File: src/rtl/ita_tile_sequencer_pkg.sv
// Shared types and defaults for the ITA tile sequencer and its credit counter.
// No logic; constants, the sequencer state encoding and a credit-width helper.
// Defaults here are the parameter defaults of the top; instances may override.
package ita_tile_sequencer_pkg;

    localparam int unsigned FifoDepthDef = 12;
    localparam int unsigned PipeLatDef   = 8;
    localparam int unsigned TileCntWDef  = 10;

    typedef enum logic [1:0] {
        SeqIdle  = 2'd0,
        SeqRun   = 2'd1,
        SeqDrain = 2'd2
    } seq_state_e;

    typedef logic [TileCntWDef-1:0]            tile_cnt_t;
    typedef logic [$clog2(FifoDepthDef+1)-1:0] credit_t;

    // Wide enough to hold every value 0..depth inclusive.
    function automatic int unsigned credit_width(input int unsigned depth);
        return $clog2(depth + 1);
    endfunction

endpackage

File: src/rtl/ita_tile_sequencer_credit_counter.sv
// Saturating credit counter guarding the output FIFO; resets to Depth credits.
// Latency: count updates one cycle after consume_i / return_i; has_credit_o is a
// registered-state decode. Backpressure: consumer must not consume at zero credits.
// Ports: clk_i, rst_i (sync, active-high), consume_i, return_i, credits_o, has_credit_o.
module ita_tile_sequencer_credit_counter
    import ita_tile_sequencer_pkg::*;
#(
    parameter  int unsigned Depth   = FifoDepthDef,
    localparam int unsigned CreditW = credit_width(Depth)
) (
    input  logic               clk_i,
    input  logic               rst_i,
    input  logic               consume_i,
    input  logic               return_i,
    output logic [CreditW-1:0] credits_o,
    output logic               has_credit_o
);

    logic [CreditW-1:0] credits_d;
    logic [CreditW-1:0] credits_q;

    // Simultaneous consume and return cancel out; otherwise clamp at both ends.
    always_comb begin
        credits_d = credits_q;
        if (consume_i && !return_i) begin
            if (credits_q != '0) begin
                credits_d = credits_q - CreditW'(1);
            end
        end else if (return_i && !consume_i) begin
            if (credits_q != CreditW'(Depth)) begin
                credits_d = credits_q + CreditW'(1);
            end
        end
    end

    always_ff @(posedge clk_i) begin
        if (rst_i) begin
            credits_q <= CreditW'(Depth);
        end else begin
            credits_q <= credits_d;
        end
    end

    assign credits_o    = credits_q;
    assign has_credit_o = (credits_q != '0);

endmodule

File: src/rtl/ita_tile_sequencer.sv
// Issues one compute beat per (outer, inner) tile pair, joining input/weight/bias streams.
// Latency: readies combinational with the issue; beat outputs registered one cycle later;
// done_o PipeLat cycles after the final beat. Backpressure: stalls on missing valids or,
// for the last inner tile, on zero output-FIFO credits.
// Ports: clk_i, rst_i, start_i, n_inner_i, n_outer_i, {inp,weight,bias}_{valid_i,ready_o},
// fifo_pop_i, calc_en_o, first_inner_tile_o, last_inner_tile_o, outer_idx_o, busy_o, done_o.
module ita_tile_sequencer
    import ita_tile_sequencer_pkg::*;
#(
    parameter int unsigned FifoDepth = FifoDepthDef,
    parameter int unsigned PipeLat   = PipeLatDef,
    parameter int unsigned TileCntW  = TileCntWDef
) (
    input  logic                clk_i,
    input  logic                rst_i,
    input  logic                start_i,
    input  logic [TileCntW-1:0] n_inner_i,
    input  logic [TileCntW-1:0] n_outer_i,
    input  logic                inp_valid_i,
    output logic                inp_ready_o,
    input  logic                weight_valid_i,
    output logic                weight_ready_o,
    input  logic                bias_valid_i,
    output logic                bias_ready_o,
    input  logic                fifo_pop_i,
    output logic                calc_en_o,
    output logic                first_inner_tile_o,
    output logic                last_inner_tile_o,
    output logic [TileCntW-1:0] outer_idx_o,
    output logic                busy_o,
    output logic                done_o
);

    localparam int unsigned CreditW = credit_width(FifoDepth);
    localparam int unsigned DrainW  = $clog2(PipeLat + 1);

    seq_state_e          state_d, state_q;
    logic [TileCntW-1:0] n_inner_d, n_inner_q;
    logic [TileCntW-1:0] n_outer_d, n_outer_q;
    logic [TileCntW-1:0] inner_d, inner_q;
    logic [TileCntW-1:0] outer_d, outer_q;
    logic [TileCntW-1:0] outer_idx_d, outer_idx_q;
    logic [DrainW-1:0]   drain_d, drain_q;
    logic                calc_en_d, calc_en_q;
    logic                first_d, first_q;
    logic                last_d, last_q;
    logic                done_d, done_q;

    logic                is_first, is_last, is_final_outer, issue;
    logic                has_credit, credit_consume;
    logic [CreditW-1:0]  credits;

    assign is_first       = (inner_q == '0);
    assign is_last        = (inner_q == n_inner_q - TileCntW'(1));
    assign is_final_outer = (outer_q == n_outer_q - TileCntW'(1));

    // Bias is only needed at the start of an output tile; a credit is only needed
    // at the end, since that beat is the one that eventually pushes into the FIFO.
    assign issue = (state_q == SeqRun) && inp_valid_i && weight_valid_i
                && (bias_valid_i || !is_first) && (has_credit || !is_last);

    assign credit_consume = issue && is_last;

    ita_tile_sequencer_credit_counter #(
        .Depth (FifoDepth)
    ) u_credit (
        .clk_i        (clk_i),
        .rst_i        (rst_i),
        .consume_i    (credit_consume),
        .return_i     (fifo_pop_i),
        .credits_o    (credits),
        .has_credit_o (has_credit)
    );

    always_comb begin
        state_d     = state_q;
        n_inner_d   = n_inner_q;
        n_outer_d   = n_outer_q;
        inner_d     = inner_q;
        outer_d     = outer_q;
        outer_idx_d = outer_idx_q;
        drain_d     = drain_q;
        calc_en_d   = 1'b0;
        first_d     = 1'b0;
        last_d      = 1'b0;
        done_d      = 1'b0;

        case (state_q)
            SeqIdle: begin
                if (start_i) begin
                    if ((n_inner_i != '0) && (n_outer_i != '0)) begin
                        n_inner_d = n_inner_i;
                        n_outer_d = n_outer_i;
                        inner_d   = '0;
                        outer_d   = '0;
                        state_d   = SeqRun;
                    end else begin
                        // Empty job: complete immediately without issuing anything.
                        done_d = 1'b1;
                    end
                end
            end
            SeqRun: begin
                if (issue) begin
                    calc_en_d   = 1'b1;
                    first_d     = is_first;
                    last_d      = is_last;
                    outer_idx_d = outer_q;
                    if (is_last) begin
                        inner_d = '0;
                        if (is_final_outer) begin
                            drain_d = '0;
                            state_d = SeqDrain;
                        end else begin
                            outer_d = outer_q + TileCntW'(1);
                        end
                    end else begin
                        inner_d = inner_q + TileCntW'(1);
                    end
                end
            end
            SeqDrain: begin
                // Wait out the pipeline so done_o lines up with the final FIFO push.
                if (drain_q == DrainW'(PipeLat - 1)) begin
                    done_d  = 1'b1;
                    state_d = SeqIdle;
                end else begin
                    drain_d = drain_q + DrainW'(1);
                end
            end
            default: state_d = SeqIdle;
        endcase
    end

    always_ff @(posedge clk_i) begin
        if (rst_i) begin
            state_q     <= SeqIdle;
            n_inner_q   <= '0;
            n_outer_q   <= '0;
            inner_q     <= '0;
            outer_q     <= '0;
            outer_idx_q <= '0;
            drain_q     <= '0;
            calc_en_q   <= 1'b0;
            first_q     <= 1'b0;
            last_q      <= 1'b0;
            done_q      <= 1'b0;
        end else begin
            state_q     <= state_d;
            n_inner_q   <= n_inner_d;
            n_outer_q   <= n_outer_d;
            inner_q     <= inner_d;
            outer_q     <= outer_d;
            outer_idx_q <= outer_idx_d;
            drain_q     <= drain_d;
            calc_en_q   <= calc_en_d;
            first_q     <= first_d;
            last_q      <= last_d;
            done_q      <= done_d;
        end
    end

    assign inp_ready_o        = issue;
    assign weight_ready_o     = issue;
    assign bias_ready_o       = issue && is_first;
    assign calc_en_o          = calc_en_q;
    assign first_inner_tile_o = first_q;
    assign last_inner_tile_o  = last_q;
    assign outer_idx_o        = outer_idx_q;
    assign busy_o             = (state_q != SeqIdle);
    assign done_o             = done_q;

    // A pop that would push the count above FifoDepth means the FIFO returned a
    // credit it never received; the counter clamps, but the system is broken.
    assert property (@(posedge clk_i) disable iff (rst_i)
        !(fifo_pop_i && !credit_consume && (credits == CreditW'(FifoDepth))));

endmodule

File: config.mk
export PLATFORM = sky130hd
export DESIGN_NAME = ita_tile_sequencer
export DESIGN_NICKNAME = d
export VERILOG_FILES = /design/src/rtl/ita_tile_sequencer_pkg.sv /design/src/rtl/ita_tile_sequencer_credit_counter.sv /design/src/rtl/ita_tile_sequencer.sv
export SDC_FILE = /design/constraint.sdc
export NUM_CORES = 1
export LEC_CHECK = 0
export CORE_ASPECT_RATIO = 1.1
export CORE_MARGIN = 1.5
export CORE_UTILIZATION = 30
export CTS_BUF_LIST = sky130_fd_sc_hd__clkbuf_8
export CTS_CLUSTER_SIZE = 14
export DETAILED_ROUTE_END_ITERATION = 16
export GPL_TIMING_DRIVEN = 0
export PLACE_DENSITY = 0.5
export SYNTH_ARGS = -nofsm -noshare
export SYNTH_HDL_FRONTEND = slang
export SYNTH_HIERARCHICAL = 1
export SYNTH_SLANG_ARGS = --single-unit
File: constraint.sdc
create_clock -name clk_i -period 3.4 [get_ports clk_i]
set_input_delay 0.85 -clock clk_i [delete_from_list [all_inputs] [get_ports clk_i]]
set_output_delay 0.85 -clock clk_i [all_outputs]
set_load 0.05 [all_outputs]
==> run summary, run 1 <==
The fraction of final layout cells with drive strength greater than 1 was 17.6%. From left edge to right edge, the die measures 110 µm. Counting along the longest clock path gives a buffer depth of 2.

After floorplanning, the core was sized to cover 12,200 µm². The die extent in y works out to 121 µm. The number of synthesized register bits came out at 64. Clock-pin slew was measured on the worst setup and hold paths at 0.08 ns. Data on the critical path is required at its endpoint by 3.64 ns.

Initial antenna violation count: 0. The startpoint of the worst-slack reg-to-reg timing path was n_inner_q[1]. In this run the worst setup path begins at n_inner_q[1].

Net count after synthesis: 482. The run gives 3.57 ns as the arrival time at the worst endpoint. The logs give 6 for the total number of yosys warnings and 25.7% for the met2 usage in global routing. After synthesis the cells add up to 3810 µm². For this design the ratio of total power to cell area is 382 nW/µm². Setup violations remaining at the end of the flow were counted as 0. Summed over all layers, the global routing overflow is 0.

The floorplan step defined a die boundary enclosing 13,400 µm². Capturing element type of the critical path: a register. In the layout the commonest cells are sky130_fd_sc_hd__nor2_1 (63), sky130_fd_sc_hd__dfxtp_1 (57), sky130_fd_sc_hd__clkdlybuf4s50_1 (41), sky130_fd_sc_hd__mux2i_1 (34), sky130_fd_sc_hd__buf_4 (26). Hold timing on the final database bottoms out at a slack of 0.484 ns. The signal on the critical path passes through inv_1, ha_4, nor2b_1, a41oi_1, a32oi_4, a21oi_4, nor4_4, ha_4, xor2_1, ha_1, a21oi_1, xor2_1, o31a_2, or3_1. 45 I/O pins were placed.

Yosys mapped a number of flops with a built-in enable equal to 0. The total number of vias was 3,446; the area share of the largest cell type after synthesis was 33.7%. In this run the core area contains 42 standard-cell rows.

TritonCTS created 9 clock buffers. The post-route standard cell area excluding fillers is 5010 µm². Grouping stages by cell kind, the critical path spends the most delay in simple AND/OR/NAND/NOR gates. The detail route stage leaves a number of antenna-violating nets equal to 0. Global routing used 21.3% of the available met1 tracks. The half-perimeter wire length after placement came out at 7390 µm. TritonCTS built the clock tree. The min-delay analysis places its worst path in the category reg2reg.

In this run the static leakage power is 2.00 nW. Clock tree synthesis selected as its root buffer the cell sky130_fd_sc_hd__clkbuf_8. The top fanout value on the critical path was 6.

Average instance area after synthesis: 8.53 µm². The number of buffers and inverters on the critical path works out to 1. The congestion estimate from routability-driven global placement came to 0.804.

The final critical-path required period came out at 3.33 ns. In the global route stage, overall resource usage came out at 16.5%. After layout, the design draws a total of 1.91 mW. The reported max-cap violation count is 0, and the layout-stage area growth over the synthesis result is 31.6%. Cells fill 41.1% of the core in the end. The pre-antenna-repair detailed-routing pass consisted of 6 iterations.

The detailed router finished its first iteration with 120 violations. The run finished with clean final reports. For the number of slew-limit violations in the final report, the log shows 0. The largest individual stage delay along the critical path comes from the cell sky130_fd_sc_hd__nor4_4. Once placement finished, the instance area stood at 4450 µm².

The tools report the global-route wire length before repair as 17,000 µm. On the worst path, the slowest cell contributes a delay of 0.40 ns. Busiest metal layer after global routing: met2. The fraction of synthesis flops using an asynchronous set or reset pin is 0%.

STA classifies the critical path startpoint as a register. The effective utilization at floorplan was 31.2%; the transition time of the tightest slew-check pin was 0.769 ns. The number of unique standard cell types used by synthesis came out at 67. The run gives 558 as the layout net count.

The via count of the first global-routing pass was 3,434. Across the VDD grid, the largest voltage drop is 0.209 mV. 0 antenna diodes ended up in the layout.

The clock sink count was 64. In this run the most critical hold path is launched from drain_q[3]. The setup clock skew after layout was 0.0116 ns; the post-detailed-route via-to-cell ratio was 5.06. After synthesis, the cell types taking the most area are sky130_fd_sc_hd__dfxtp_1 (34%), sky130_fd_sc_hd__mux2i_1 (8.9%), sky130_fd_sc_hd__nor2_1 (6.3%), sky130_fd_sc_hd__xnor2_1 (4.4%), sky130_fd_sc_hd__xor2_1 (3.2%). Of the synthesized area, sequential elements account for 33.7%.

The run gives 0 as the final routed DRC violation total. The most common library cell in the layout ignoring fill and taps was sky130_fd_sc_hd__nor2_1. The critical path is of the reg2reg type. Based on the critical path, the design can be clocked at up to 0.300 GHz. Headroom to the max-slew limit came out at 48.8%. Most common flop cell mapped by yosys: sky130_fd_sc_hd__dfxtp_1. The count of buffers added on input and output ports is 44. The hold violation total from the final report was 0; the met3 track demand over resource in global routing was 3.65%.

CTS built an H-tree with a depth of 3. The clock reaches the later pin of the worst-skew pair after 0.36 ns. Setup repair after global routing could not meet its margin everywhere. In the final routed layout, each cell accounts on average for 14.9 µm. The number of instances in the synthesized netlist was 446; the final-layout setup total negative slack was 0 ns.

For this design, the CTS-stage hold fixing added 0 buffers. The post-route fraction of the period consumed by the critical path is 98.0%. The dominant cell type by area after synthesis was sky130_fd_sc_hd__dfxtp_1. The routed design has 10,200 µm of wire.

Entering global routing, the biggest net connects 11 pins.
==> path summary, 6_finish.rpt <==
path | slack [ns] | depth (start not counted) | endpoint
setup / recovery | 0.07 | 14 | u_credit/credits_o[2]
hold / removal | 0.48 | 2 | drain_q[3]
setup reg to reg | 0.07 | 14 | u_credit/credits_o[2]
hold reg to reg | 0.48 | 2 | drain_q[3]
==> flip-flops by register name (all words and copies together), names as in the netlist <==
register and flops:
n_inner_q 10, first_inner_tile_o 1, done_o 1, n_outer_q 10
last_inner_tile_o 1, drain_q 4, calc_en_o 1, state_q 2
u_credit/credits_o 4, inner_q 10, outer_q 10, outer_idx_o 10
==> cell families after synthesis <==
| group | share of synthesized area, % |
|---|---|
| adders and majority gates | 2.96 |
| AOI/OAI and AO/OA | 15.1 |
| muxes | 8.94 |
| DFF | 33.7 |
| buffers and inverters | 5.10 |
| and+or+nand+nor | 26.1 |
| xor gates and xnor gates | 8.19 |
==> worst min-delay path: stages (launching register included) <==
cell and delay, ns:
sky130_fd_sc_hd__dfxtp_1 0.32, sky130_fd_sc_hd__nand3_1 0.06, sky130_fd_sc_hd__a21oi_1 0.05
==> synth_stat cells (3+ instances only) <==
library cell                n
sky130_fd_sc_hd__nand4b_1   6
sky130_fd_sc_hd__o21ai_0   11
sky130_fd_sc_hd__buf_2      7
sky130_fd_sc_hd__nand3b_1   3
sky130_fd_sc_hd__o41ai_1    4
sky130_fd_sc_hd__a31oi_1    7
sky130_fd_sc_hd__or2_2      4
sky130_fd_sc_hd__a21oi_1   14
sky130_fd_sc_hd__o31ai_1    7
sky130_fd_sc_hd__nand2_1   16
sky130_fd_sc_hd__o211ai_1   6
sky130_fd_sc_hd__nor2_1    64
sky130_fd_sc_hd__a211oi_1   3
sky130_fd_sc_hd__inv_1     16
sky130_fd_sc_hd__nor4_1    11
sky130_fd_sc_hd__nand4_1    5
sky130_fd_sc_hd__xnor2_1   19
sky130_fd_sc_hd__dfxtp_1   64
sky130_fd_sc_hd__nor3_1    11
sky130_fd_sc_hd__mux2i_1   34
sky130_fd_sc_hd__or3_1      8
sky130_fd_sc_hd__nand3_1   14
sky130_fd_sc_hd__ha_1       9
sky130_fd_sc_hd__and3_1     8
sky130_fd_sc_hd__nor2b_1    9
sky130_fd_sc_hd__nand2b_1   5
sky130_fd_sc_hd__or4_1      4
sky130_fd_sc_hd__xor2_1    14
sky130_fd_sc_hd__clkbuf_1  16
==> cell type report <==
| class | instances | area, µm² |
|---|---|---|
| Buffer | 25 | 120 |
| Clock buffer | 12 | 165 |
| Clock inverter | 4 | 67.6 |
| Fill cell | 1265 | 7180 |
| Inverter | 16 | 60.1 |
| Multi-Input combinational cell | 337 | 2470 |
| Sequential cell | 64 | 1310 |
| Tap cell | 154 | 193 |
| Timing Repair Buffer | 69 | 626 |
==> metal layers <==
layer	vias up	part of all wire, %
met2	62	47
met3	16	3.2
li1	1752	-
met1	1616	47
met5	-	0
met4	0	2.1
==> per-stage QoR <==
| step | setup WS, ns | std cells |
|---|---|---|
| 2_1_floorplan | 0.0252 | 446 |
| 3_3_place_gp | -0.605 | 644 |
| 3_5_place_dp | -0.605 | 644 |
| 4_1_cts | 0.0116 | 679 |
| 5_1_grt | -0.0855 | 681 |
| 6_report | 0.0666 | 681 |
==> where the power goes <==
part           internal [mW]  switching [mW]  leakage (nW)  total [mW]
sequential             0.767          0.0273         0.524       0.794
combinational          0.166           0.185          1.35       0.351
clock                  0.468           0.302         0.125       0.769
==> repair_timing <==
action	4_1_cts	5_1_grt
setup buffers	22	3
setup endpoints to repair	7	13
cloned	0	0
pin swaps	10	4
resized for setup	42	15
(Power assumes the default switching activity.)
==> inputs of run 2 (changes only) <==
--- a/config.mk
+++ b/config.mk
@@ -11,8 +11,9 @@
 export CTS_BUF_LIST = sky130_fd_sc_hd__clkbuf_8
 export CTS_CLUSTER_SIZE = 14
 export DETAILED_ROUTE_END_ITERATION = 16
+export DONT_BUFFER_PORTS = 1
 export GPL_TIMING_DRIVEN = 0
-export PLACE_DENSITY = 0.5
+export PLACE_DENSITY = 0.45
 export SYNTH_ARGS = -nofsm -noshare
 export SYNTH_HDL_FRONTEND = slang
 export SYNTH_HIERARCHICAL = 1
==> run summary, run 2 (synthesis gave the netlist of run 1 again) <==
The post-route fraction of the period consumed by the critical path was 99.8% (+1.8 points). The tools report the final estimated routing congestion in global placement as 0.817 (+1.7%). For the final routed DRC violation total, the log shows 0 (unchanged). The final critical-path required period is 3.39 ns (+0.0607 ns), and the final number of setup-violating endpoints is 0 (unchanged).

The kind of cell with the highest combined delay along the critical path is simple AND/OR/NAND/NOR gates. For the setup clock skew after layout, the log shows 0.0101 ns (-0.00158 ns). The filler-free cell count of the finished design was 626 (-8.1%); the largest net degree at the start of global routing was 11 (unchanged). The path type of the worst setup path was reg2out. The area of the core was 12,200 µm² (unchanged). The insertion delay of the later-clocked pin in the worst-skew pair came out at 0.36 ns (about the same).

For the clock sink count, the log shows 64 (unchanged). The global-route wire length before repair is 16,500 µm (-2.8%). The tools report the layout net count as 504 (-9.7%).

For the total area of multi-input combinational cells, the log shows 2460 µm² (-0.30%). The logs give 0 (unchanged) for the post-detailed-route count of antenna-violating nets and 16.5% (-0.039 points) for the total global-route track usage. The floorplan die area came out at 13,400 µm² (unchanged).

The tools report the placed instance area as 4010 µm² (-9.9%). The root cell of the clock tree was sky130_fd_sc_hd__clkbuf_8. The width of the die works out to 110 µm (unchanged).

The biggest cell delay along the critical path came out at 0.42 ns (+0.02 ns). First-pass detailed-route iteration total: 5 (-1). Setup repair after global routing could not meet its margin everywhere. The die extent in y came out at 121 µm (unchanged).

The post-detailed-route via-to-cell ratio came out at 5.39 (+6.4%). The top fanout value on the critical path came out at 5 (-1). The leakage power of the design is 1.75 nW (-13%), and the required time at the worst-slack endpoint is 2.55 ns (-1.09 ns). The worst hold-check slack is 0.493 ns (+0.00854 ns), and the number of antenna repair diodes is 0 (unchanged).

STA classifies the critical path endpoint as an output pin. Total clock buffers created by CTS: 9 (unchanged). Switching power of the nets: 0.507 mW (-1.3%). The half-perimeter wire length after placement is 7370 µm (-0.39%), and the cell-internal power is 1.19 mW (-15%). The fraction of final layout cells with drive strength greater than 1 works out to 17.2% (-0.49 points). Walking the worst path, the cells encountered are or3_4, or3_1, a32oi_2, a21oi_4, o31ai_4, inv_4, buf_8. The logs give 0 (unchanged) for the initial antenna violation count and 3,267 (-4.9%) for the via count of the first global-routing pass. The number of top-level pins was 45 (unchanged); the number of hold buffers added after CTS was 0 (unchanged).

Area taken by flip-flops and latches: 1300 µm² (-0.38%). For the post-route standard cell area excluding fillers, the log shows 4440 µm² (-11%). The hold violation total from the final report was 0 (unchanged); the arrival time at the worst endpoint was 2.54 ns (-1.03 ns). The type of element launching the critical path was a register.

The clock-pin slew of the registers on the worst-case setup and hold paths came out at 0.07 ns (about the same). The detailed-route wire length was 10,200 µm (-0.21%); the total number of vias was 3,372 (-2.1%). Layout-stage area growth over the synthesis result: 16.7%.

TritonCTS built the clock tree. Number of buffers and inverters on the critical path: 2 (+1). The run finished with clean final reports. The number of design-rule violations left by the first detailed-router iteration was 183 (+53%); the worst vdd rail ir drop was 0.222 mV (+6.3%). In the layout the commonest cells are sky130_fd_sc_hd__nor2_1 (63), sky130_fd_sc_hd__dfxtp_1 (57), sky130_fd_sc_hd__mux2i_1 (34), sky130_fd_sc_hd__xnor2_1 (18). The run gives 1,270 (+0.40%) as the filler cell count in the final layout.

The most common library cell in the layout ignoring fill and taps was sky130_fd_sc_hd__nor2_1. For the number of cell rows, the log shows 42 (unchanged). The switching share of total power was 29.9% (+3.0 points).

The logs give 35.2% (-5.0 points) for the clock share of power and 600 (-6.8%) for the total instance count after detailed placement. Total power per unit cell area: 382 nW/µm² (about the same). The run gives 0.295 GHz (-1.8%) as the peak clock frequency supported by timing. The run gives 49.4% (+0.65 points) as the worst-case headroom to the max-slew limit. The routed length per instance was 16.2 µm (+8.6%).

The run gives 46.9% (+5.4 points) as the fraction of power consumed by sequential logic. The effective utilization at floorplan was 31.2% (unchanged); the transition time of the tightest slew-check pin was 0.759 ns (-0.00972 ns). The worst hold path class is reg2reg. The combinational share of power is 17.9% (-0.4 points), and the number of port buffers is 0 (-100%). The overall overflow remaining after global route came out at 0 (unchanged). The run gives 2 (unchanged) as the deepest clock path buffer count. The number of slew-limit violations in the final report was 0 (unchanged). Count of H-tree levels built during CTS: 3 (unchanged).

The slowest stage of the critical path is the sky130_fd_sc_hd__or3_4 cell. The reported max-cap violation count is 0 (unchanged).
==> run 2: cell count changes in the layout (fill, tap and decap cells not counted), moves of 2 or more <==
cell,delta
sky130_fd_sc_hd__inv_2,-2
sky130_fd_sc_hd__clkinv_2,+2
sky130_fd_sc_hd__clkdlybuf4s50_1,-41
sky130_fd_sc_hd__dfxtp_2,+2
sky130_fd_sc_hd__buf_4,-11
sky130_fd_sc_hd__o21ai_1,-2
sky130_fd_sc_hd__dfxtp_4,-2
sky130_fd_sc_hd__bufinv_16,-2
==> run 2: layout make-up <==
class,instances,area share [%]
Tap cell,154,4.34
Clock inverter,4,0.479
Timing Repair Buffer,16,2.79
Clock buffer,11,3.41
Buffer,24,2.79
Inverter,16,1.41
Sequential cell,64,29.3
Multi-Input combinational cell,337,55.5
==> run 2: path summary, 6_finish.rpt <==
| kind | start | to | slack [ns] | cells past startpoint |
|---|---|---|---|---|
| setup / recovery | n_inner_q[3] | weight_ready_o | 0.006 | 7 |
| hold / removal | drain_q[3] | drain_q[3] | 0.49 | 2 |
| setup reg to reg | n_inner_q[3] | u_credit/credits_o[2] | 0.006 | 13 |
| hold reg to reg | drain_q[3] | drain_q[3] | 0.49 | 2 |
==> run 2: repair_timing <==
| item | 4_1_cts | 5_1_grt |
|---|---|---|
| pin swaps | 10 | 1 |
| setup endpoints to repair | 7 | 9 |
| resized for setup | 35 | 5 |
| setup buffers | 14 | 2 |
==> run 2: routing by layer <==
layer	GRT usage (%)	wire (µm)
met1	20.8	4550
met2	26.2	4830
met3	4.40	582
met4	6.97	198
met5	0	0
==> run 2: tightest hold or removal path, delay by kind of cell (launching register included) <==
kind	cells	cell delay (ns)
flip-flops	1	0.33
AND/OR/NAND/NOR	1	0.07
AO/OA/AOI/OAI	1	0.06
==> run 2: metrics by stage <==
step	worst slack [ns]	utilization (%)	setup TNS, ns	power, mW
floorplan	0.0252	-	0	1.02
global placement	-0.411	32.9	-1.41	1.07
detailed placement	-0.467	32.9	-1.68	1.08
CTS	-0.0325	36.1	-0.0647	1.72
global route	-0.118	36.4	-0.274	1.79
finish	0.00598	36.4	0	1.70
==> run 2: power by group through the flow <==
stage | sequential, mW | clock, mW | combinational (mW)
6_report | 0.796 | 0.598 | 0.303
5_1_grt | 0.800 | 0.654 | 0.333
4_1_cts | 0.791 | 0.624 | 0.303
3_5_place_dp | 0.809 | 0 | 0.269
3_3_place_gp | 0.809 | 0 | 0.263
2_1_floorplan | 0.802 | 0 | 0.216
